File: src/rtl/pipe_pkg.sv
// ---------------------------------------------------------------------------
// pipe_pkg
// Shared definitions for the pipeline hazard controller and its scoreboard.
//   FWD_REG / FWD_E / FWD_M : forwarding select encodings (3 is never produced)
//   fwd_sel_t               : one forwarding select
//   REG_W_DEF               : default register index width (int + float file)
// ---------------------------------------------------------------------------
package pipe_pkg;

    localparam int REG_W_DEF = 6;

    typedef logic [1:0] fwd_sel_t;

    localparam fwd_sel_t FWD_REG = 2'd0;
    localparam fwd_sel_t FWD_E   = 2'd1;
    localparam fwd_sel_t FWD_M   = 2'd2;

endpackage : pipe_pkg

File: src/rtl/pipe_scoreboard.sv
// ---------------------------------------------------------------------------
// pipe_scoreboard
// Tracks destinations of long-latency ops (fdiv/fsqrt) that are in flight.
//   clk, rstn      : clock, asynchronous active-low reset
//   i_issue        : a long op leaves decode this cycle
//   i_issue_rd     : its destination register
//   i_done         : long unit writes back this cycle
//   i_done_rd      : destination being written back
//   o_busy         : one busy bit per architectural register
//   o_full         : MAX_LONG ops are outstanding
// ---------------------------------------------------------------------------
module pipe_scoreboard
    import pipe_pkg::*;
#(
    parameter int REG_W    = REG_W_DEF,
    parameter int MAX_LONG = 4
) (
    input  logic                  clk,
    input  logic                  rstn,
    input  logic                  i_issue,
    input  logic [REG_W-1:0]      i_issue_rd,
    input  logic                  i_done,
    input  logic [REG_W-1:0]      i_done_rd,
    output logic [2**REG_W-1:0]   o_busy,
    output logic                  o_full
);

    localparam int CNT_W = $clog2(MAX_LONG + 1);

    logic [2**REG_W-1:0] r_busy;
    logic [2**REG_W-1:0] w_busy_next;
    logic [CNT_W-1:0]    r_outstanding;
    logic [CNT_W-1:0]    w_outstanding_next;
    logic                w_done_ok;
    logic                w_issue_ok;

    // Write-backs to reg 0 or to a register that is not busy (e.g. one
    // whose op was wiped by reset) are stale and must not touch the count.
    assign w_done_ok = i_done && (i_done_rd != '0) && r_busy[i_done_rd];

    // An issue onto a reg that is still busy is only legal when that reg
    // retires in the same cycle; otherwise the count would drift.
    assign w_issue_ok = i_issue && (i_issue_rd != '0) &&
                        (!r_busy[i_issue_rd] ||
                         (w_done_ok && (i_done_rd == i_issue_rd)));

    always_comb begin
        w_busy_next        = r_busy;
        w_outstanding_next = r_outstanding;
        // Clear before set: same-reg done+issue leaves the bit at 1.
        if (w_done_ok) begin
            w_busy_next[i_done_rd] = 1'b0;
        end
        if (w_issue_ok) begin
            w_busy_next[i_issue_rd] = 1'b1;
        end
        if (w_issue_ok && !w_done_ok && !o_full) begin
            w_outstanding_next = r_outstanding + CNT_W'(1);
        end else if (w_done_ok && !w_issue_ok && (r_outstanding != '0)) begin
            w_outstanding_next = r_outstanding - CNT_W'(1);
        end
    end

    always_ff @(posedge clk or negedge rstn) begin
        if (!rstn) begin
            r_busy        <= '0;
            r_outstanding <= '0;
        end else begin
            r_busy        <= w_busy_next;
            r_outstanding <= w_outstanding_next;
        end
    end

    assign o_busy = r_busy;
    assign o_full = (r_outstanding == CNT_W'(MAX_LONG));

endmodule : pipe_scoreboard

File: src/rtl/pipe_hazard_ctrl.sv
// ---------------------------------------------------------------------------
// pipe_hazard_ctrl
// Hazard unit for the 5-stage core: operand forwarding, load-use and
// long-op scoreboard stalls, branch flushes, stage enables, perf counters.
//   clk, rstn                      : clock, asynchronous active-low reset
//   d_valid/d_rs/d_rs_used/d_rd/d_regwrite/d_long : decode instruction info
//   e_valid/e_rd/e_regwrite/e_memread              : exec stage destination
//   m_valid/m_rd/m_regwrite                        : memory stage destination
//   exec_fin, memory_fin           : stage not busy
//   branchjump_miss                : mispredict resolved in exec
//   lw_done, lw_rd                 : long unit write-back
//   fwd_sel                        : per-source forwarding select
//   stall_d                        : decode held
//   fetch_en..write_en             : pipeline register enables
//   decode_flush, exec_flush       : bubble insertion
//   sb_busy                        : scoreboard busy bits
//   stall_cnt, flush_cnt           : saturating perf counters
// ---------------------------------------------------------------------------
module pipe_hazard_ctrl
    import pipe_pkg::*;
#(
    parameter int REG_W    = REG_W_DEF,
    parameter int NSRC     = 3,
    parameter int MAX_LONG = 4,
    parameter int PERF_W   = 32
) (
    input  logic                    clk,
    input  logic                    rstn,
    input  logic                    d_valid,
    input  logic [NSRC*REG_W-1:0]   d_rs,
    input  logic [NSRC-1:0]         d_rs_used,
    input  logic [REG_W-1:0]        d_rd,
    input  logic                    d_regwrite,
    input  logic                    d_long,
    input  logic                    e_valid,
    input  logic [REG_W-1:0]        e_rd,
    input  logic                    e_regwrite,
    input  logic                    e_memread,
    input  logic                    m_valid,
    input  logic [REG_W-1:0]        m_rd,
    input  logic                    m_regwrite,
    input  logic                    exec_fin,
    input  logic                    memory_fin,
    input  logic                    branchjump_miss,
    input  logic                    lw_done,
    input  logic [REG_W-1:0]        lw_rd,
    output logic [NSRC*2-1:0]       fwd_sel,
    output logic                    stall_d,
    output logic                    fetch_en,
    output logic                    decode_en,
    output logic                    exec_en,
    output logic                    memory_en,
    output logic                    write_en,
    output logic                    decode_flush,
    output logic                    exec_flush,
    output logic [2**REG_W-1:0]     sb_busy,
    output logic [PERF_W-1:0]       stall_cnt,
    output logic [PERF_W-1:0]       flush_cnt
);

    logic [NSRC-1:0] w_lu_hit;
    logic [NSRC-1:0] w_src_busy;
    logic            w_lu_stall;
    logic            w_sb_stall;
    logic            w_sb_full;
    logic            w_go;
    logic            w_adv;
    logic            w_issue;

    logic [PERF_W-1:0] r_stall_cnt;
    logic [PERF_W-1:0] r_flush_cnt;

    // Per-source forwarding and hazard detection.
    generate
        for (genvar gi = 0; gi < NSRC; gi++) begin : g_src
            logic [REG_W-1:0] w_rs;
            logic             w_chk;
            logic             w_e_hit;
            logic             w_m_hit;

            assign w_rs  = d_rs[gi*REG_W +: REG_W];
            assign w_chk = d_rs_used[gi] && (w_rs != '0);

            // A load in E has no data yet, so it cannot forward; that case
            // is covered by the load-use stall instead.
            assign w_e_hit = w_chk && e_valid && e_regwrite && !e_memread &&
                             (e_rd == w_rs);
            assign w_m_hit = w_chk && m_valid && m_regwrite && (m_rd == w_rs);

            assign fwd_sel[gi*2 +: 2] = w_e_hit ? FWD_E :
                                        w_m_hit ? FWD_M : FWD_REG;

            assign w_lu_hit[gi]   = d_rs_used[gi] && e_valid && e_memread &&
                                    (e_rd != '0) && (e_rd == w_rs);
            assign w_src_busy[gi] = d_rs_used[gi] && sb_busy[w_rs];
        end
    endgenerate

    assign w_lu_stall = |w_lu_hit;
    assign w_sb_stall = d_valid &&
                        ((|w_src_busy) ||
                         (d_regwrite && (d_rd != '0) && sb_busy[d_rd]) ||
                         (d_long && w_sb_full));
    assign stall_d    = w_lu_stall || w_sb_stall;

    // Front end only advances when both back stages are free and nothing
    // needs holding or squashing in decode.
    assign w_go      = exec_fin && memory_fin;
    assign w_adv     = !stall_d && !branchjump_miss && w_go;
    assign fetch_en  = w_adv;
    assign decode_en = w_adv;
    assign exec_en   = w_adv;
    assign memory_en = w_go;
    assign write_en  = memory_fin;

    assign decode_flush = branchjump_miss;
    assign exec_flush   = (branchjump_miss || stall_d) && memory_en;

    // exec_en is already low on a mispredict, so wrong-path long ops never
    // reach the scoreboard.
    assign w_issue = exec_en && d_valid && d_long && d_regwrite && (d_rd != '0);

    pipe_scoreboard #(
        .REG_W    (REG_W),
        .MAX_LONG (MAX_LONG)
    ) u_scoreboard (
        .clk        (clk),
        .rstn       (rstn),
        .i_issue    (w_issue),
        .i_issue_rd (d_rd),
        .i_done     (lw_done),
        .i_done_rd  (lw_rd),
        .o_busy     (sb_busy),
        .o_full     (w_sb_full)
    );

    // Saturating perf counters: hold at all-ones instead of wrapping.
    always_ff @(posedge clk or negedge rstn) begin
        if (!rstn) begin
            r_stall_cnt <= '0;
            r_flush_cnt <= '0;
        end else begin
            if (d_valid && stall_d && !branchjump_miss && (r_stall_cnt != '1)) begin
                r_stall_cnt <= r_stall_cnt + PERF_W'(1);
            end
            if (branchjump_miss && (r_flush_cnt != '1)) begin
                r_flush_cnt <= r_flush_cnt + PERF_W'(1);
            end
        end
    end

    assign stall_cnt = r_stall_cnt;
    assign flush_cnt = r_flush_cnt;

endmodule : pipe_hazard_ctrl

File: config.mk
export PLATFORM = sky130hd
export DESIGN_NAME = pipe_hazard_ctrl
export DESIGN_NICKNAME = d
export VERILOG_FILES = /design/src/rtl/pipe_pkg.sv /design/src/rtl/pipe_scoreboard.sv /design/src/rtl/pipe_hazard_ctrl.sv
export SDC_FILE = /design/constraint.sdc
export NUM_CORES = 1
export LEC_CHECK = 0
export CAP_MARGIN = 15
export CORE_MARGIN = 1.5
export CORE_UTILIZATION = 53
export CTS_CLUSTER_DIAMETER = 60
export CTS_CLUSTER_SIZE = 8
export DETAILED_ROUTE_END_ITERATION = 7
export PLACE_DENSITY_LB_ADDON = 0.05
export SETUP_SLACK_MARGIN = 0.02
export SLEW_MARGIN = 20
export SYNTH_ARGS = -nofsm -noshare
export SYNTH_HDL_FRONTEND = slang
export SYNTH_SLANG_ARGS = --single-unit
File: constraint.sdc
create_clock -name clk -period 3.65 [get_ports clk]
set_input_delay 0.365 -clock clk [delete_from_list [all_inputs] [get_ports clk]]
set_output_delay 0.365 -clock clk [all_outputs]
set_load 0.03 [all_outputs]
Word level (Yosys, flattened, before mapping)
Cells that the tools add are included.

storage, ports and cells
  flip-flop bits (word level) = 131
  input bits = 59
  word-level logic and storage cells = 140

operators by class
  $add $sub $neg = 4
  $lt $le $gt $ge = 7
  equal/unequal tests = 10
  mux-type cells = 24
  bitwise logic cells = 3
  reduce and logical (&&, ||, !) cells = 88

operators with widths
  operator                                             count
  2-to-1 mux 64 bit                                    2
  logical AND 1 bit                                    66
  adder 32 x 1 -> 32 bit, second input constant        2
  bitwise AND 64 bit                                   1
  != test 32 bit, second input constant                2
  inverter 64 bit                                      1
  OR 64 bit                                            1
  == test 6 bit                                        7
  nonzero test 6 bit                                   6
  < comparator 6 x 7 -> 1 bit, second input constant   5
  binary-select mux 1 bit (select 6 bit)               5
  demux 1 bit (select 6 bit)                           2
  >= comparator 6 x 1 -> 1 bit, second input constant  2
  2-to-1 mux 2 bit                                     6
  logical NOT 1 bit                                    7
  2-to-1 mux 1 bit                                     7
  2-to-1 mux 3 bit                                     2
  OR reduction 3 bit                                   2
  logical OR 1 bit                                     5
  adder 3 x 1 -> 3 bit, second input constant          1
  == test 3 bit, second input constant                 1
  nonzero test 3 bit                                   1
  subtractor 3 x 1 -> 3 bit, second input constant     1
  nonzero test 2 bit                                   1

Depth between registers and ports, before layout
  word-level depth = 22
  mapped depth = 15
  depth with buffers taken out = 12

By module
A second synthesis with hierarchy kept.

second synthesis, totals
  cell total of the unflattened synthesis = 1067
  area total of the unflattened synthesis = 10491.3 µm²

modules (own cells, without submodules)
  module            instances  cells an instance  area an instance (µm²)  seq. area each (µm²)
  pipe_hazard_ctrl  1          622                6115.9                  1601.5
  pipe_scoreboard   1          445                4375.4                  1676.6

Worst setup path after synthesis
OpenSTA, ideal clock, no wires.

  path kind = reg2out
  start = reg u_scoreboard.r_busy[3], in the netlist u_scoreboard.o_busy[3]
  end = out exec_en
  arrival = 3.756 ns
  data required time = 3.285 ns
  setup slack = -0.471 ns
  cell stages (with the launch flop) = 10
  path buffers = 1
  cells stage by stage = dfrtp_1 -> mux4_2 -> a22o_1 -> or4_1 -> a21oi_1 -> o22ai_2 -> o41ai_1 -> nand2_1 -> nor3b_1 -> buf_4

on the way
  longest elaborated chain between the ends = 11
  elaborated cells on any way between the ends = 20
  classes of those cells = 8 x mux; 12 x reduce/logical

ends and longest elaborated chain
  element                                 RTL line                 source
  start, declared                         pipe_scoreboard.sv:30    logic [2**REG_W-1:0] r_busy;
  start signal, assigned                  pipe_scoreboard.sv:69    r_busy <= w_busy_next;
  binary-select mux 1 bit (select 6 bit)  pipe_hazard_ctrl.sv:95   assign w_src_busy[gi] = d_rs_used[gi] && sb_busy[w_rs];
  2-to-1 mux 1 bit (not written as such)  pipe_hazard_ctrl.sv:95
  logical AND 1 bit                       pipe_hazard_ctrl.sv:95
  OR reduction 3 bit                      pipe_hazard_ctrl.sv:101  ((|w_src_busy) ||
  logical OR 1 bit *                      pipe_hazard_ctrl.sv:101
  logical OR 1 bit *                      pipe_hazard_ctrl.sv:102  (d_regwrite && (d_rd != '0) && sb_busy[d_rd]) ||
  logical AND 1 bit *                     pipe_hazard_ctrl.sv:100  assign w_sb_stall = d_valid &&
  logical OR 1 bit *                      pipe_hazard_ctrl.sv:104  assign stall_d = w_lu_stall || w_sb_stall;
  named net stall_d                       pipe_hazard_ctrl.sv:48   output logic stall_d,
  logical NOT 1 bit *                     pipe_hazard_ctrl.sv:109  assign w_adv = !stall_d && !branchjump_miss && w_go;
  logical AND 1 bit * (2 in series)       pipe_hazard_ctrl.sv:109
  end, declared                           pipe_hazard_ctrl.sv:51   output logic exec_en,

The timed path passes the listed nets; every way through them passes the cells marked *. The select of a mux whose other input is x is not followed.

Worst setup path in the final report
  start = reg u_scoreboard.r_busy[7], in the netlist u_scoreboard.o_busy[7]
  end = out fetch_en

on the way
  longest elaborated chain between the ends = 11
  elaborated cells on any way between the ends = 20
  classes of those cells = 8 x mux; 12 x reduce/logical

ends and longest elaborated chain
  element                                 RTL line                 source
  binary-select mux 1 bit (select 6 bit)  pipe_hazard_ctrl.sv:95
  2-to-1 mux 1 bit (not written as such)  pipe_hazard_ctrl.sv:95
  logical AND 1 bit                       pipe_hazard_ctrl.sv:95
  OR reduction 3 bit                      pipe_hazard_ctrl.sv:101
  logical OR 1 bit *                      pipe_hazard_ctrl.sv:101
  logical OR 1 bit *                      pipe_hazard_ctrl.sv:102
  logical AND 1 bit *                     pipe_hazard_ctrl.sv:100
  logical OR 1 bit *                      pipe_hazard_ctrl.sv:104
  logical NOT 1 bit *                     pipe_hazard_ctrl.sv:109
  logical AND 1 bit * (2 in series)       pipe_hazard_ctrl.sv:109
  end, declared                           pipe_hazard_ctrl.sv:49   output logic fetch_en,

Every way passes the cells marked *; elsewhere a longest branch is shown, timed or not. The select of a mux whose other input is x is not followed.

==> impl_metrics.toml <==
[layout]
stdcell_count = 1608
area_delta_synth_final_pct = 41.5
final_core_util_pct = 77.4
fillers = 1307
drive_gt1_share_pct = 23.5
diodes = 0
nNetsFinal = 1429

[floorplanning]
start_util_pct = 54.7
io_pins = 201
rows = 49
die_area_mm2 = 0.0196
die_height_um = 140
coreArea_mm2 = 0.0182
die_w_um = 140

[setup_path]
crit_chain = "mux4_2 > and3b_1 > or4_4 > a21oi_4 > o22ai_4 > o41ai_2 > nand2_1 > buf_6 > nor3b_4 > buf_6"
cp.arrival_ns = 3.25
cp-start-kind = "flop"
r2r_cells = 10
crit_type = "flop to output pin"
slowest_delay_ns = 0.52
required_ns = 3.28
critPathSlowestCell = "or4_4"
cp_max_fo = 3
worst-path-stages = 10
critPathBufInv = 2
cpMostUsedCell = "buf_6"
endpoint_kind = "output pin"
crit_family = "simple AND/OR/NAND/NOR gates"

[global_route]
grt_pass1_vias = 10600
busiest_layer = "met2"
overflow = 0
antenna_found_initial = 0
grt_pass1_wl_um = 58500
met1_usage_pct = 48.0
grt_usage_pct = 38.9
grt_use_met3_pct = 8.79
grt_max_degree = 68
grt_use_met2_pct = 62.1

[power_and_ir_drop]
powerDensity_mw_per_mm2 = 325
p_total_mw = 4.57
peakVddDrop_uv = 434
leakage_nw = 5.83

[timing]
rsz0062_at_grt = "yes"
fin_crit_ns = 3.61
max_freq_mhz = 277
setup_violations = 0
slew_viol_final = 0
fin_crit_sh_pct = 98.9
fin_skew_ns = 0.0116
worst_slew_pin_slew_ns = 0.860
timing.final.ws_setup_ns = 0.0397
hold_violations = 0
relSlewSlack_pct = 42.7

[drt]
via_per_inst = 6.63
drcViolationCount = 0
drt-total-wl_um = 38300
dr.pass1.iters = 7
drt_iter0_drc = 1099
vias = 10700
drtAntennaViolNets = 0
wire_per_inst_um = 23.8

[synth]
synth_area_leaders = "dfrtp_1 33%, mux4_2 11%, o21ai_0 6.5%"
synth_common_cells = "131 x dfrtp_1, 129 x o21ai_0, 83 x nand2_1"
synth_warnings = 0
synth_edf_count = 0
avgSynthCellArea_um2 = 9.40
synth_flop_cell = "dfrtp_1"
synth_nets = 1121
yosysSeqAreaShare_pct = 32.9
synth_most_common_cell = "dfrtp_1"
ys_seq_elements = 131
synth_top_area_cell = "dfrtp_1"
syn-cell-area_mm2 = 0.00995
synth_top_area_share_pct = 32.9
async_reset_ff_share_pct = 100
netlist_instances = 1059
synth_cell_types = 75

[cts]
path_clk_slew_ns = 0.07
cts.sinks = 131
clk_latency_ns = 0.43
cts_buffers = 17
cts_tree = "yes"
cts_buffer_depth = 2
cts_root_buffer = "clkbuf_16"
htreeDepth = 4

[placement]
place.gp.congestion = 1.01
io_buffers = 200
hpwl_um = 27500
place_ws_ns = -0.633
dpl.cell_count = 1566

[worst_hold_path]
min_path_type = "input port to async pin"

[status]
status = "complete, no violations"

[flow_run]
cap_violations = 0
-- metrics by stage --
step	TNS [ns]	cell area, um^2	hold slack (ns)
after global placement	-3.08	13200	0.473
after floorplan	0	9960	0.0694
after detailed placement	-5.20	13200	0.479
final	0	14100	0.0164
after CTS	0	13900	0.0555
after global routing	-0.184	14100	0.0913
-- logic make-up after synthesis --
kind of cell / after synthesis / share of synthesized area (%)
simple gates: 398 / 23.2
compound gates: 221 / 13.4
flops: 131 / 32.9
xor+xnor: 104 / 9.15
buf+inv: 104 / 4.74
mux: 98 / 16.1
fa+ha+maj: 3 / 0.453
-- registers in the layout, summed over array words and instances (netlist names) --
| signal | flops |
|---|---|
| stall_cnt | 32 |
| flush_cnt | 32 |
| u_scoreboard.r_outstanding | 3 |
| u_scoreboard.o_busy | 64 |
-- per-layer routing --
metal / part of all wire [%] / vias up / routed length [um]
met2: 46 / 775 / 17500
met1: 36 / 5095 / 13900
met5: 0 / - / 0
met3: 11 / 201 / 4330
met4: 6.8 / 0 / 2590
li1: - / 4597 / -
-- layout by cell type, fill, tap and decap left out, types with 12 or more instances in the layout --
master	instances
clkdlybuf4s50_1	186
buf_4	157
dfrtp_1	131
o21ai_0	129
nand2_1	83
xor2_1	69
nand3_1	52
mux4_2	47
nor2_1	39
xnor2_1	35
nor3_1	33
nand3b_1	33
nand4_1	28
mux2i_1	27
mux2_2	23
a21oi_1	23
nor4_1	20
clkbuf_16	20
and3_1	18
nor3b_1	14
buf_12	13
inv_1	12
-- timing repair --
item	CTS	global route
pin swaps	11	10
endpoints found under the setup margin	6	6
resized for setup	21	16
buffers inserted	2	5
gates cloned	1	3
hold buffers	0	0
-- final cells by class --
cell class              count  area [um^2]  share of cell area [%]
clock inverters            14          120                   0.853
multi-input cells         824         6300                    44.7
well taps                 229          287                    2.03
inverters                  13         50.0                   0.355
repair buffers            380         3620                    25.7
clock buffers              17          425                    3.02
flip-flops and latches    131         3280                    23.3
-- power by group --
part           switching (mW)  leakage (nW)  total (mW)  internal, mW
Combinational           0.714          3.79        1.29         0.580
Clock                   0.709         0.256        1.59         0.882
Sequential              0.143          1.78        1.69          1.55
-- worst paths after layout --
check                                        from                       endpoint  slack, ns
min in group clk                    stall_cnt[17]                  stall_cnt[17]       0.49
hold reg to reg                     stall_cnt[17]                  stall_cnt[17]       0.49
setup reg to reg           u_scoreboard.o_busy[7]  u_scoreboard.r_outstanding[2]       0.14
hold / removal                               rstn                   flush_cnt[6]       0.02
setup / recovery           u_scoreboard.o_busy[7]                       fetch_en       0.04
max in group asynchronous                    rstn                  stall_cnt[19]       2.78
No activity file was read; power rests on OpenSTA's default activity.
==> patch, RTL diff (same flow settings) <==
Change the parameter `NSRC` from 3 to 2.
--- a/src/rtl/pipe_hazard_ctrl.sv
+++ b/src/rtl/pipe_hazard_ctrl.sv
@@ -20,7 +20,7 @@
     import pipe_pkg::*;
 #(
     parameter int REG_W    = REG_W_DEF,
-    parameter int NSRC     = 3,
+    parameter int NSRC     = 2,
     parameter int MAX_LONG = 4,
     parameter int PERF_W   = 32
 ) (
Ports: changed (resized d_rs, d_rs_used and fwd_sel); port bits go from 201 to 192. No check against the original RTL was run, so the function may have changed too.
==> patch against the unedited design <==
  * Worst setup slack improved by 0.054 ns
  * Combinational power shrank 17%
  * Clock skew is 0.0031 ns lower
  * Sequential power shrank 3%
  * Critical path depth rose by 3
  * Sequential cell count stayed put
  * Power fell by 0.65%
  * Synthesized area decreased by 11%
  * Non-clock buffer count is 5 higher
  * Cell area down 6.1%
  * Routed wire length down 10%
==> patch: results <==
metrics = {
    "clocking": {
        "clk_latency_ns": 0.43,
        "h-tree-depth": 4,
        "clkTransAtPathRegs_ns": 0.06,
        "clockBufferDepth": 2,
    },
    "pwr": {
        "power.leakage_nw": 5.55,
        "vdd_drop_max_mv": 0.440,
        "intPower_w": 0.00313,
    },
    "drt": {
        "wire_per_inst_um": 23.5,
        "wl_met2_um": 15400,
        "wl_met1_um": 13000,
        "routed_wl_um": 34300,
        "dr.max_layer_used": "met4",
        "drt_iter0_markers": 1178,
        "route.met3.wl_um": 4080,
        "vias": 9455,
        "dr.pass1.iters": 7,
    },
    "worst_setup_path": {
        "critPathArrivalTime_ns": 3.19,
        "cp_max_fo": 7,
        "r2r-end": "u_scoreboard.r_outstanding[2]",
        "r2r-start": "u_scoreboard.o_busy[32]",
        "startpoint": "d_rs[2]",
        "crit_path_end": "stall_d",
        "r2r_cells": 13,
    },
    "global_route": {
        "grt_pass1_vias": 8969,
        "use_met2": 0.583,
        "grt_max_degree": 73,
        "grt_util_met1": 0.508,
        "grt_pass1_wl_um": 50800,
        "gr-usage-met3": 0.0889,
        "grt_usage": 0.380,
    },
    "timing": {
        "setup_slack_ns": 0.0939,
        "skew_ns": 0.00853,
        "maxSlewHeadroom": 0.345,
    },
    "synth": {
        "async_flop_share": 1.00,
        "ys_top_cells_by_count": "dfrtp_1, o21ai_0, o21ai_1, nand2_1, xnor2_1",
        "synthTopCellsByArea": "dfrtp_1, mux4_2, xnor2_1",
        "postSynthAreaPerCell_um2": 10.0,
        "synthesis.nets": 942,
        "yosysSeqAreaShare": 0.369,
    },
    "placement": {
        "post-place-ws_ns": -0.717,
        "post_dp_cell_area_um2": 12300,
        "place.gp.congestion": 1.05,
        "dp.cells": 1420,
        "io_buffers": 191,
        "post-dp-hpwl_um": 23900,
    },
    "final_layout": {
        "fillers": 1063,
        "antenna_cells": 0,
        "nets": 1285,
        "layout-drive-gt1-share": 0.270,
    },
    "run_status": {
        "outcome": "finished, final reports clean",
    },
    "hold_path": {
        "min_path_type": "input port to async pin",
    },
}
## patch: changes by cell type after synthesis, sizes merged, moves of 7 or more
cell	unedited run	this run
nor4	22	10
nor3b	16	6
xor2	69	38
clkbuf	46	20
xnor2	35	56
nand4	28	20
nor2	40	32
nand2	83	56
mux2i	27	20
mux2	24	14
nor3	34	19
and4	5	12
## patch: cells by family after synthesis
logic type               Yosys count  synth area share
AO/OA/AOI/OAI                    210             0.144
XOR/XNOR                          94            0.0927
adder cells (fa/ha/maj)            3           0.00507
buffers and inverters             77            0.0425
flip-flops                       131             0.369
multiplexers                      76             0.147
AND/OR/NAND/NOR                  296             0.200
## patch: cell type report
class | instances | area [µm²] | share of cell area
multi-input cells | 679 | 5350 | 0.404
flip-flops and latches | 131 | 3280 | 0.248
clock buffers | 17 | 425 | 0.0322
well taps | 220 | 275 | 0.0208
inverters | 16 | 60.1 | 0.00454
repair buffers | 385 | 3650 | 0.276
clock inverters | 15 | 196 | 0.0149
## patch: critical path, cell delays in order
cell and delay (ns):
clkdlybuf4s50_1 0.45, buf_4 0.18, buf_4 0.19, xor2_1 0.08
nor4_1 0.42, nand3_1 0.19, a21oi_2 0.28, nor4_2 0.08
buf_4 0.16, a31o_4 0.23, buf_4 0.15, inv_2 0.09
clkdlybuf4s15_2 0.30
## patch: metrics by stage
step,power (W),TNS [ns],hold WS (ns)
after floorplan,0.00217,0,0.0694
after global placement,0.00265,-14.20,0.470
after detailed placement,0.00267,-17.50,0.485
after CTS,0.00451,0,0.126
after global routing,0.00467,0,0.160
final,0.00454,0,0.0899
## patch: timing repair
| action | in CTS | in global routing |
|---|---|---|
| resized for setup | 15 | 19 |
| setup endpoints to repair | 6 | 6 |
| gates cloned | 2 | 3 |
| pin swaps | 4 | 5 |
| buffers inserted | 5 | 1 |
## patch: worst min path at each step
stage | to | slack (ns) | cells after the start
2_1_floorplan | flush_cnt[0] | 0.07 | 0
3_3_place_gp | flush_cnt[19] | 0.47 | 1
3_5_place_dp | flush_cnt[6] | 0.48 | 1
4_1_cts | u_scoreboard.o_busy[56] | 0.13 | 1
5_1_grt | u_scoreboard.o_busy[56] | 0.16 | 1
6_report | u_scoreboard.o_busy[56] | 0.09 | 1
## patch: power by group through the flow
| stage | Combinational [W] | Sequential (W) | Clock [W] |
|---|---|---|---|
| 6_report | 0.00107 | 0.00164 | 0.00183 |
| 5_1_grt | 0.00112 | 0.00166 | 0.00190 |
| 4_1_cts | 0.00103 | 0.00164 | 0.00184 |
| 3_5_place_dp | 0.00101 | 0.00166 | 0 |
| 3_3_place_gp | 0.000992 | 0.00166 | 0 |
| 2_1_floorplan | 0.000384 | 0.00178 | 0 |
